--- src/rtl/ncc_seq_ctrl.sv ---
// ncc_seq_ctrl: sequencer for the ncc PE and its log2 front end.
// Streams descriptor then window pixels into the PE lanes, strobes the PE
// load registers, scans NUM_WIN candidate windows and tracks the best score.
// Optional feature macro: NCC_SEQ_EARLY_EXIT_EN (stop the scan once a window
// score reaches score_thresh; adds ports score_thresh and early_exit).
module ncc_seq_ctrl #(
    parameter int unsigned NPIX    = 8,
    parameter int unsigned PIX_W   = 8,
    parameter int unsigned SCORE_W = 16,
    parameter int unsigned NUM_WIN = 16,
    parameter int unsigned ACC_LAT = 2,
    localparam int unsigned IDX_W  = (NPIX > 1) ? $clog2(NPIX) : 1,
    localparam int unsigned WIN_W  = (NUM_WIN > 1) ? $clog2(NUM_WIN) : 1
) (
    input  logic               clk,
    input  logic               rst,
    input  logic               start,
    input  logic               pix_valid,
    input  logic [PIX_W-1:0]   pix_data,
    output logic               pix_ready,
    output logic [PIX_W-1:0]   log_din,
    output logic               desc_wr,
    output logic               win_wr,
    output logic [IDX_W-1:0]   wr_idx,
    output logic               loadWinReg,
    output logic               loadAccSumReg,
`ifdef NCC_SEQ_EARLY_EXIT_EN
    input  logic [SCORE_W-1:0] score_thresh,
    output logic               early_exit,
`endif
    input  logic [SCORE_W-1:0] acc_out,
    output logic               busy,
    output logic               done,
    output logic [SCORE_W-1:0] best_score,
    output logic [WIN_W-1:0]   best_idx
);

    // WAIT holds for ACC_LAT-1 cycles; lat_cnt runs 0..ACC_LAT-2
    localparam int unsigned LAT_W    = (ACC_LAT > 2) ? $clog2(ACC_LAT - 1) : 1;
    localparam int unsigned LAT_LAST = (ACC_LAT > 1) ? (ACC_LAT - 2) : 0;
    localparam bit          HAS_WAIT = (ACC_LAT > 1);

    typedef enum logic [2:0] {
        S_IDLE      = 3'd0,
        S_LOAD_DESC = 3'd1,
        S_LOAD_WIN  = 3'd2,
        S_WIN_LD    = 3'd3,
        S_ACC       = 3'd4,
        S_WAIT      = 3'd5,
        S_CMP       = 3'd6,
        S_DONE      = 3'd7
    } state_t;

    state_t             state;
    state_t             state_nxt;
    logic [IDX_W-1:0]   cnt;
    logic [WIN_W-1:0]   win_idx;
    logic [LAT_W-1:0]   lat_cnt;

    logic               load_st;
    logic               beat;
    logic               last_beat;
    logic               last_win;
    logic               wait_done;
    logic               take_best;
    logic               thresh_hit;

    assign log_din   = pix_data;
    assign load_st   = (state == S_LOAD_DESC) || (state == S_LOAD_WIN);
    assign beat      = load_st && pix_valid;
    assign last_beat = (cnt == IDX_W'(NPIX - 1));
    assign last_win  = (win_idx == WIN_W'(NUM_WIN - 1));
    assign wait_done = (lat_cnt == LAT_W'(LAT_LAST));
    // window 0 is always captured so the result never reflects a stale search
    assign take_best = (win_idx == '0) || (acc_out > best_score);

`ifdef NCC_SEQ_EARLY_EXIT_EN
    assign thresh_hit = (acc_out >= score_thresh);
`else
    assign thresh_hit = 1'b0;
`endif

    // State register
    always_ff @(posedge clk) begin
        if (!rst) begin
            state <= S_IDLE;
        end else begin
            state <= state_nxt;
        end
    end

    // Next-state decode
    always_comb begin
        state_nxt = state;
        case (state)
            S_IDLE:      if (start) state_nxt = S_LOAD_DESC;
            S_LOAD_DESC: if (beat && last_beat) state_nxt = S_LOAD_WIN;
            S_LOAD_WIN:  if (beat && last_beat) state_nxt = S_WIN_LD;
            S_WIN_LD:    state_nxt = S_ACC;
            S_ACC:       state_nxt = HAS_WAIT ? S_WAIT : S_CMP;
            S_WAIT:      if (wait_done) state_nxt = S_CMP;
            S_CMP:       state_nxt = (last_win || thresh_hit) ? S_DONE : S_LOAD_WIN;
            S_DONE:      state_nxt = S_IDLE;
            default:     state_nxt = S_IDLE;
        endcase
    end

    // Moore output decode; lane writes qualify the current beat
    always_comb begin
        pix_ready     = 1'b0;
        desc_wr       = 1'b0;
        win_wr        = 1'b0;
        wr_idx        = '0;
        loadWinReg    = 1'b0;
        loadAccSumReg = 1'b0;
        busy          = (state != S_IDLE);
        done          = 1'b0;
        case (state)
            S_LOAD_DESC: begin
                pix_ready = 1'b1;
                desc_wr   = pix_valid;
                wr_idx    = cnt;
            end
            S_LOAD_WIN: begin
                pix_ready = 1'b1;
                win_wr    = pix_valid;
                wr_idx    = cnt;
            end
            S_WIN_LD: loadWinReg    = 1'b1;
            S_ACC:    loadAccSumReg = 1'b1;
            S_DONE:   done          = 1'b1;
            default: ;
        endcase
    end

    // Beat, window and latency counters plus best-score tracking
    always_ff @(posedge clk) begin
        if (!rst) begin
            cnt        <= '0;
            win_idx    <= '0;
            lat_cnt    <= '0;
            best_score <= '0;
            best_idx   <= '0;
`ifdef NCC_SEQ_EARLY_EXIT_EN
            early_exit <= 1'b0;
`endif
        end else begin
            case (state)
                S_IDLE: begin
                    if (start) begin
                        cnt        <= '0;
                        win_idx    <= '0;
                        best_score <= '0;
                        best_idx   <= '0;
`ifdef NCC_SEQ_EARLY_EXIT_EN
                        early_exit <= 1'b0;
`endif
                    end
                end
                S_LOAD_DESC, S_LOAD_WIN: begin
                    if (beat) begin
                        cnt <= last_beat ? '0 : cnt + IDX_W'(1);
                    end
                end
                S_ACC:  lat_cnt <= '0;
                S_WAIT: lat_cnt <= lat_cnt + LAT_W'(1);
                S_CMP: begin
                    if (take_best) begin
                        best_score <= acc_out;
                        best_idx   <= win_idx;
                    end
                    if (!last_win && !thresh_hit) begin
                        win_idx <= win_idx + WIN_W'(1);
                    end
`ifdef NCC_SEQ_EARLY_EXIT_EN
                    if (thresh_hit) begin
                        early_exit <= 1'b1;
                    end
`endif
                end
                default: ;
            endcase
        end
    end

endmodule

--- config.mk ---
export PLATFORM = sky130hd
export DESIGN_NAME = ncc_seq_ctrl
export DESIGN_NICKNAME = d
export VERILOG_FILES = /design/src/rtl/ncc_seq_ctrl.sv
export SDC_FILE = /design/constraint.sdc
export NUM_CORES = 1
export LEC_CHECK = 0
export ABC_AREA = 1
export ABC_CLOCK_PERIOD_IN_PS = 3000
export CORE_MARGIN = 1.5
export CORE_UTILIZATION = 35
export CTS_CLUSTER_DIAMETER = 200
export DETAILED_ROUTE_END_ITERATION = 6
export GPL_ROUTABILITY_DRIVEN = 1
export PLACE_DENSITY_LB_ADDON = 0.08
export SLEW_MARGIN = 10
export SYNTH_ARGS = -nofsm -noshare
export SYNTH_HDL_FRONTEND = slang
export SYNTH_SLANG_ARGS = --single-unit
export TNS_END_PERCENT = 10
--- constraint.sdc ---
create_clock -name clk -period 3 [get_ports clk]
set_input_delay 0.6 -clock clk [delete_from_list [all_inputs] [get_ports clk]]
set_output_delay 0.6 -clock clk [all_outputs]
set_load 0.01 [all_outputs]
==> summary.txt <==
Global routing
  – GRT Total Usage: 0.1549
  – Congestion Overflow GR: 0
  – Global-route wire length before repair: around 7.8 mm
  – Vias in the first global route: 1,750
  – Antenna violations before repair: 0
  – Largest net degree at the start of global routing: 25

Clock network
  – H-tree levels: 2
  – TritonCTS clock tree: built
  – Clock-pin slew on the worst setup and hold paths: approximately 0.060 ns
  – Clk_lat worst skew: 0.28 ns
  – Post-cts resize count: 0
  – CTS Buf Count: 5
  – Root buffer cell: clkbuf_8
  – Hold Buf Count CTS: 0
  – Total setup buffers inserted after CTS: 0
  – Clk buf depth: 2
  – Clk sink count: 31

Min path
  – HP Class: flop to flop
  – Hold depth: 2

Placement
  – Port bufs: 49
  – GPL Wtd Cong: approximately 0.76
  – Pre-CTS worst setup slack: 0.3935 ns
  – DP HPWL: between 3 and 4 mm

Detailed routing
  – Vias per inst: 4.574
  – Drt first pass iters: 4
  – Total routed wirelength: 4.702 mm
  – Final ANT Viol Nets: 0
  – WL per Instance: 10.93 um
  – DR vias: between 1,500 and 2,000
  – DRT iter0 DRCs: 57
  – # DRC: 0

Yosys
  – Cells after Synth: 316
  – Synthesized flop and latch total: 31
  – Cell Area, Synth: around 2100 um2
  – Syn_nets: 364
  – Sequential fraction of the synthesis area: 0.2937
  – Mean Syn Cell Area: 6.688 um2
  – Cell variety after synth: 28
  – Total number of yosys warnings: 0

Floorplanning
  – Die area: 6513 um2
  – Initial core utilization: 0.3591
  – Core ar.: 5886 um2
  – I/O pins: 66
  – DIE HEIGHT: roughly 81 um
  – Chip width: 80.71 um
  – Row count: 28

STA
  – Worst slew pin tran: approximately 0.47 ns
  – Period utilisation layout: 0.8499
  – Slew margin rel.: 0.6850
  – Final Hold Fails: 0
  – Setup TNS Final: 0 ns
  – Final setup viols: 0
  – Final min period: 2.550 ns
  – Max-slew violations: 0
  – Clock skew: about 0.0074 ns
  – RSZ-0062 raised after global routing: false
  – Final WS setup: 0.4504 ns
  – Highest clock rate: ~390 MHz

Setup path
  – Cells along the critical path: clkdlybuf4s50_1 -> inv_1 -> nor4_1 -> clkdlybuf4s50_1
  – Critical path type: primary input to primary output
  – Worst Path Max Fanout: 4
  – Worst setup EP type: primary output
  – Crit-path slowest cell: clkdlybuf4s50_1
  – R2R depth: 14
  – CP most frequent cell: clkdlybuf4s50_1
  – Req. time, crit path: ~2.4 ns
  – WP data arrival: 1.95 ns
  – Setup crit start kind: primary input
  – CP max stage delay: 0.58 ns

Finish
  – Area taken by multi-input logic gates: ~1200 um2
  – Core Util, Final: 0.4511
  – Share of post-route cells with drive strength above 1: 0.06761
  – Register area: 620.6 um2
  – Final Net Count: slightly above 400
  – # diodes: 0
  – Area grow syn2layout: 25.64%
  – Fill cell count: about 640

Power and ir drop
  – Static Leak: about 1.2 nW
  – Switching Share: 0.4296
  – Total chip power: roughly 2.5 mW
  – Sequential group share of total power: 0.289
  – Comb power frac: 0.587
  – Peak VDD IR: 362.6 uV
  – Cell Pwr Density: around 930 nW/um2
  – Sw power: 1.061 mW
  – Clock Power Share: 0.124
  – Int Power: 1.409 mW

Outcome
  – Status: finished clean

Job
  – Max-cap violations: 0
-- synthesized netlist by cell type --
| master | count | area share |
|---|---|---|
| a211oi_1 | 2 | 0.0071 |
| a21o_1 | 1 | 0.0036 |
| a21oi_1 | 25 | 0.059 |
| a31oi_4 | 1 | 0.010 |
| buf_2 | 2 | 0.0047 |
| buf_4 | 8 | 0.028 |
| buf_6 | 4 | 0.021 |
| clkbuf_1 | 4 | 0.0071 |
| dfxtp_1 | 31 | 0.29 |
| ha_1 | 20 | 0.12 |
| inv_1 | 50 | 0.089 |
| inv_2 | 1 | 0.0018 |
| inv_4 | 1 | 0.0030 |
| nand2_1 | 62 | 0.11 |
| nand2_2 | 2 | 0.0059 |
| nand2_4 | 3 | 0.016 |
| nand3_1 | 16 | 0.038 |
| nand3_2 | 2 | 0.0095 |
| nand4_1 | 1 | 0.0030 |
| nor2_1 | 54 | 0.096 |
| nor2_2 | 4 | 0.012 |
| nor3_1 | 6 | 0.014 |
| nor3b_1 | 2 | 0.0071 |
| nor4_1 | 1 | 0.0030 |
| o211a_1 | 1 | 0.0047 |
| o21ai_0 | 6 | 0.014 |
| o21ai_1 | 3 | 0.0071 |
| o21ai_2 | 3 | 0.012 |
-- layout make-up --
cell class                 instances  share of cell area
sequential                        31              0.2337
tap                               75             0.03534
multi-input combinational        215              0.4387
inverter                          52             0.07446
clock buffer                       6             0.02733
timing repair buffer              51              0.1904
-- critical path: cells and delay by family --
kind / cells / cell delay (ns)
buffers and inverters: 3 / 1.19
AND/OR/NAND/NOR: 1 / 0.16
-- state kept, by name, indices dropped and copies added (netlist names) --
signal	count
lat_cnt	1
state	3
best_idx	4
win_idx	4
cnt	3
best_score	16
-- worst paths after layout --
kind | slack [ns] | start | end
setup / recovery | 0.45 | pix_valid | desc_wr
setup reg to reg | 1.08 | best_score[7] | best_idx[2]
hold / removal | 0.48 | lat_cnt | lat_cnt
hold reg to reg | 0.48 | lat_cnt | lat_cnt
-- power by group through the flow --
stage / combinational [mW] / clock [mW] / sequential, mW
global placement: 1.45 / 0 / 0.730
detailed placement: 1.46 / 0 / 0.725
global route: 1.66 / 0.342 / 0.739
CTS: 1.47 / 0.321 / 0.718
finish: 1.45 / 0.306 / 0.714
floorplan: 0.932 / 0 / 0.769
-- metrics by stage --
stage / instance area, um2 / hold slack [ns] / std cells
6_report: 2655 / 0.4828 / 430
3_3_place_gp: 2582 / 0.4681 / 424
2_1_floorplan: 2113 / 0.4488 / 316
5_1_grt: 2655 / 0.5034 / 430
3_5_place_dp: 2582 / 0.4768 / 424
4_1_cts: 2655 / 0.4877 / 430
-- layer usage --
metal | up-vias | global-route usage | share of wire
li1 | 1056 | - | -
met1 | 870 | 0.1835 | 0.47
met2 | 36 | 0.2681 | 0.46
met3 | 5 | 0.04886 | 0.054
met4 | 0 | 0.04310 | 0.013
met5 | - | 0 | 0
-- layout by cell type, fill, tap and decap left out --
cell type	count
nand2_1	62
nor2_1	54
inv_1	50
clkdlybuf4s50_1	49
dfxtp_1	31
a21oi_1	25
ha_1	20
nand3_1	16
nor3_1	6
o21ai_0	6
clkbuf_8	5
nor2_2	4
nand2_4	3
o21ai_2	3
o21ai_1	3
nand2_2	2
nand3_2	2
nor3b_1	2
a211oi_1	2
buf_4	2
inv_2	1
nor4_1	1
a21o_1	1
nand4_1	1
a31oi_4	1
inv_4	1
o211a_1	1
clkbuf_1	1
-- logic make-up (layout without fill, tap and decap cells) --
logic type,after synthesis,count (layout),synth area share
compound gates,42,42,0.1184
buf+inv,70,109,0.1551
simple gates,153,153,0.3144
fa+ha+maj,20,20,0.1184
flops,31,31,0.2937
No activity file was read; power rests on OpenSTA's default activity.
==> RTL change 1: new RTL, same flow settings <==
The 8 states of `state_t` get a Gray code encoding in 3 bits.
--- a/src/rtl/ncc_seq_ctrl.sv
+++ b/src/rtl/ncc_seq_ctrl.sv
@@ -41,14 +41,14 @@
     localparam bit          HAS_WAIT = (ACC_LAT > 1);
 
     typedef enum logic [2:0] {
-        S_IDLE      = 3'd0,
-        S_LOAD_DESC = 3'd1,
-        S_LOAD_WIN  = 3'd2,
-        S_WIN_LD    = 3'd3,
-        S_ACC       = 3'd4,
-        S_WAIT      = 3'd5,
-        S_CMP       = 3'd6,
-        S_DONE      = 3'd7
+        S_IDLE      = 3'b000,
+        S_LOAD_DESC = 3'b001,
+        S_LOAD_WIN  = 3'b011,
+        S_WIN_LD    = 3'b010,
+        S_ACC       = 3'b110,
+        S_WAIT      = 3'b111,
+        S_CMP       = 3'b101,
+        S_DONE      = 3'b100
     } state_t;
 
     state_t             state;
Check against the original RTL: no difference found for any inputs over 10 cycles, from zero or initial values and one cycle with rst low; not proved beyond that.
==> RTL change 1 against the unedited design <==
Cell area rose by 0.42%; synthesized area is 0.41% lower; sequential share of layout area shrank 0.099 points; routed wire length is 2.8% lower; global-route usage is 0.20 points higher; sequential cell count unchanged; setup slack gained 0.012 ns; clock skew is 0.0025 ns lower; first-iteration DRC count is 16% lower; register-to-register slack worse by 0.07 ns; critical endpoint unchanged.
Power is not compared: it rests on default switching activity, and its combinational part moved more than twofold at a synthesized area within 25%.
==> RTL change 1: results <==
metrics = {
    "status": {
        "status": "complete, no violations",
    },
    "synthesis": {
        "yosys.cell_types.count": 30,
        "ys_seq_area_share_pct": 29.49,
        "synthAdderAreaFrac_pct": 11.89,
        "yosys-top-cells-area": "dfxtp_1 29%, nand2_1 12%, ha_1 12%",
        "synth-compound-area-share_pct": 11.00,
        "synth_common_cells": "67 x nand2_1, 52 x nor2_1, 43 x inv_1",
        "netlist.area_leader.share_pct": 29.49,
        "syn_area_per_cell_um2": 6.767,
    },
    "layout": {
        "final.fill_count": 613,
        "inv_count": 45,
        "final-nonclk-buf-share_pct": 18.68,
        "clockNetworkAreaShare_pct": 4.411,
        "stdcell_count": 426,
        "drive_above_1_share_pct": 6.268,
        "multi_input_area_um2": 1166,
    },
    "sta": {
        "fin_crit_sh_pct": 84.59,
        "slew_headroom_pct": 60.92,
    },
    "power": {
        "power_frac_seq_pct": 34.9,
        "p_total_mw": 1.477,
    },
    "place": {
        "place_area_um2": 2549,
        "placed_cells": 418,
        "dp_slack_ns": 0.3139,
        "dp_hpwl_mm": 3.470,
    },
    "clocking": {
        "clkLatencyLatePin_ns": 0.28,
    },
    "grt": {
        "grt_max_degree": 30,
        "grt_pass1_wl_mm": 7.886,
        "grt_usage_pct": 15.69,
        "grt_pass1_vias": 1852,
    },
    "setup_path": {
        "reg2reg_slack_ns": 1.01,
        "max_stage_delay_ns": 0.56,
        "reg2reg_depth": 11,
    },
    "routing": {
        "routed_wl_mm": 4.569,
        "avgViaCountPerCell": 4.535,
        "drtIter0Drc": 48,
    },
}
==> RTL change 1: cell types whose count changed after synthesis, moves of 3 or more <==
cell / change
o21ai_0: -4
a21oi_1: +4
nor2_2: -3
nand2_1: +5
o21ai_2: -3
inv_1: -7
==> RTL change 1: worst max-delay path, delay by kind of cell <==
kind                   cells  cell delay, ns
buffers and inverters      3            1.17
and+or+nand+nor            1            0.17
==> RTL change 1: routing by layer <==
metal / part of all wire, % / GRT usage, %
met1: 47 / 18.14
met5: 0 / 0
met4: 1.5 / 7.414
met2: 46 / 27.23
met3: 5.0 / 3.409
==> RTL change 1: worst min-delay path by stage <==
stage,end,slack (ns),cells past startpoint
6_report,lat_cnt,0.48,2
5_1_grt,lat_cnt,0.51,2
4_1_cts,lat_cnt,0.48,2
3_5_place_dp,lat_cnt,0.47,2
3_3_place_gp,lat_cnt,0.46,2
2_1_floorplan,lat_cnt,0.44,2
==> RTL change 2: new RTL, same flow settings <==
Made on the original files. `ACC_LAT`: 2 -> 4. Comments in the files are not updated.
--- a/src/rtl/ncc_seq_ctrl.sv
+++ b/src/rtl/ncc_seq_ctrl.sv
@@ -8,7 +8,7 @@
     parameter int unsigned PIX_W   = 8,
     parameter int unsigned SCORE_W = 16,
     parameter int unsigned NUM_WIN = 16,
-    parameter int unsigned ACC_LAT = 2,
+    parameter int unsigned ACC_LAT = 4,
     localparam int unsigned IDX_W  = (NPIX > 1) ? $clog2(NPIX) : 1,
     localparam int unsigned WIN_W  = (NUM_WIN > 1) ? $clog2(NUM_WIN) : 1
 ) (
Behaviour: no difference found for any inputs over 10 cycles, from zero or initial values and one cycle with rst low; that may be too few to reach the edited logic, so the function may still have changed.
==> RTL change 2 against the unedited design <==
Sequential cell count grew 1; routed wire length grew 7.4%; cell area grew 1.6%; setup slack lost 0.071 ns; synthesized cell count shrank 0.32%; combinational power shrank 19%; total power shrank 12%; synthesized area grew 0.53%; clock skew is essentially flat; fmax shrank 2.7%; global-route usage grew 0.98 points; die area grew 0.51%; critical path type is now flip-flop to primary output; critical endpoint is now wr_idx[0]; largest power group unchanged.
==> RTL change 2: results <==
metrics = {
    "setup_path": {
        "startpoint": "state[2]",
        "reg2reg_depth": 12,
        "cp_top_family": "buffers and inverters",
        "worst-path-max-fanout": 6,
        "reg2reg_to": "best_score[1]",
        "endpoint": "wr_idx[0]",
        "arrival_ns": 2.02,
        "worst_path_max_delay_cell": "clkdlybuf4s50_1",
        "r2r_start": "best_score[15]",
        "reg2reg_slack_ns": 1.04,
        "max_stage_delay_ns": 0.55,
    },
    "synthesis": {
        "yosys-top-cells-area": "dfxtp_1 30%, ha_1 12%, nand2_1 12%",
        "yosys.cell_types.count": 26,
        "netlist.area_leader.share_pct": 30.15,
        "ys_seq_area_share_pct": 30.15,
        "syn_area_per_cell_um2": 6.745,
        "async_flop_share_pct": 0,
        "ys_warn_count": 0,
        "synth_common_cells": "66 x nand2_1, 51 x nor2_1, 43 x inv_1",
        "synth_fp_nets": 364,
    },
    "grt": {
        "grt-ovfl-total": 0,
        "grt_max_degree": 29,
        "grt_pass1_wl_mm": 8.259,
        "grt_pass1_vias": 1895,
        "grt_usage_pct": 16.47,
        "antenna_found_initial": 0,
    },
    "routing": {
        "wire_per_inst_um": 11.69,
        "drtPass1Iterations": 4,
        "drtIter0Drc": 72,
        "num_vias": 1993,
    },
    "clocking": {
        "cts_buffer_depth": 2,
        "post_cts_resized": 0,
        "cts_setup_buffers": 0,
        "h-tree-depth": 2,
        "clkTransAtPathRegs_ns": 0.07,
        "numCtsBuffers": 5,
    },
    "place": {
        "gp_congestion": 0.7842,
        "dp_hpwl_mm": 3.828,
        "place_area_um2": 2606,
    },
    "sta": {
        "worst_slew_pin_slew_ns": 0.5250,
        "tns_ns": 0,
        "clock_skew_ns": 0.007355,
    },
    "hold_path": {
        "hp-class": "flip-flop to flip-flop",
    },
    "power": {
        "leakage_nw": 1.216,
        "vdd_drop_max_mv": 0.3064,
    },
    "layout": {
        "nNetsFinal": 405,
        "antenna_cells": 0,
        "drive_above_1_share_pct": 6.162,
    },
    "status": {
        "status": "complete, no violations",
    },
}
-- RTL change 2: layout make-up --
cell class,instances,area [um^2]
Clock buffer,8,90.09
Inverter,47,176.4
Tap cell,75,93.84
Timing Repair Buffer,50,498.0
Multi-Input combinational cell,220,1197
Fill cell,649,3189
Sequential cell,32,640.6
-- RTL change 2: worst min path at each step --
| stage | depth (start not counted) | startpoint | endpoint |
|---|---|---|---|
| after CTS | 1 | lat_cnt[0] | lat_cnt[0] |
| after global placement | 1 | lat_cnt[0] | lat_cnt[0] |
| after floorplan | 1 | lat_cnt[0] | lat_cnt[0] |
| after global routing | 1 | lat_cnt[0] | lat_cnt[0] |
| final | 1 | lat_cnt[0] | lat_cnt[0] |
| after detailed placement | 1 | lat_cnt[0] | lat_cnt[0] |
-- RTL change 2: metal layers --
metal,vias up,routed length (um),track usage [%]
li1,1070,-,-
met1,889,2429,19.70
met2,29,2375,28.83
met3,5,188,3.708
met4,0,57,5.690
met5,-,0,0
-- RTL change 2: per-stage QoR --
step	worst slack, ns	std cells	hold slack [ns]	util, %
2_1_floorplan	1.090	315	0.4217	-
3_3_place_gp	0.3991	424	0.4390	44.28
3_5_place_dp	0.3527	424	0.4517	44.28
4_1_cts	0.3656	432	0.4626	45.81
5_1_grt	0.2424	432	0.4833	45.81
6_report	0.3793	432	0.4535	45.81
-- RTL change 2: kinds of logic (layout without fill, tap and decap cells) --
group	after synthesis	count (layout)	share of synthesized area, %
AO/OA/AOI/OAI	46	46	12.19
adder cells (fa/ha/maj)	21	21	12.37
buffers and inverters	63	105	13.49
flip-flops	32	32	30.15
AND/OR/NAND/NOR	153	153	31.80
-- RTL change 2: where the power goes --
part,internal (mW),total (mW),switching (mW)
logic,0.526,1.17,0.642
clock network,0.187,0.345,0.158
registers,0.553,0.650,0.0966
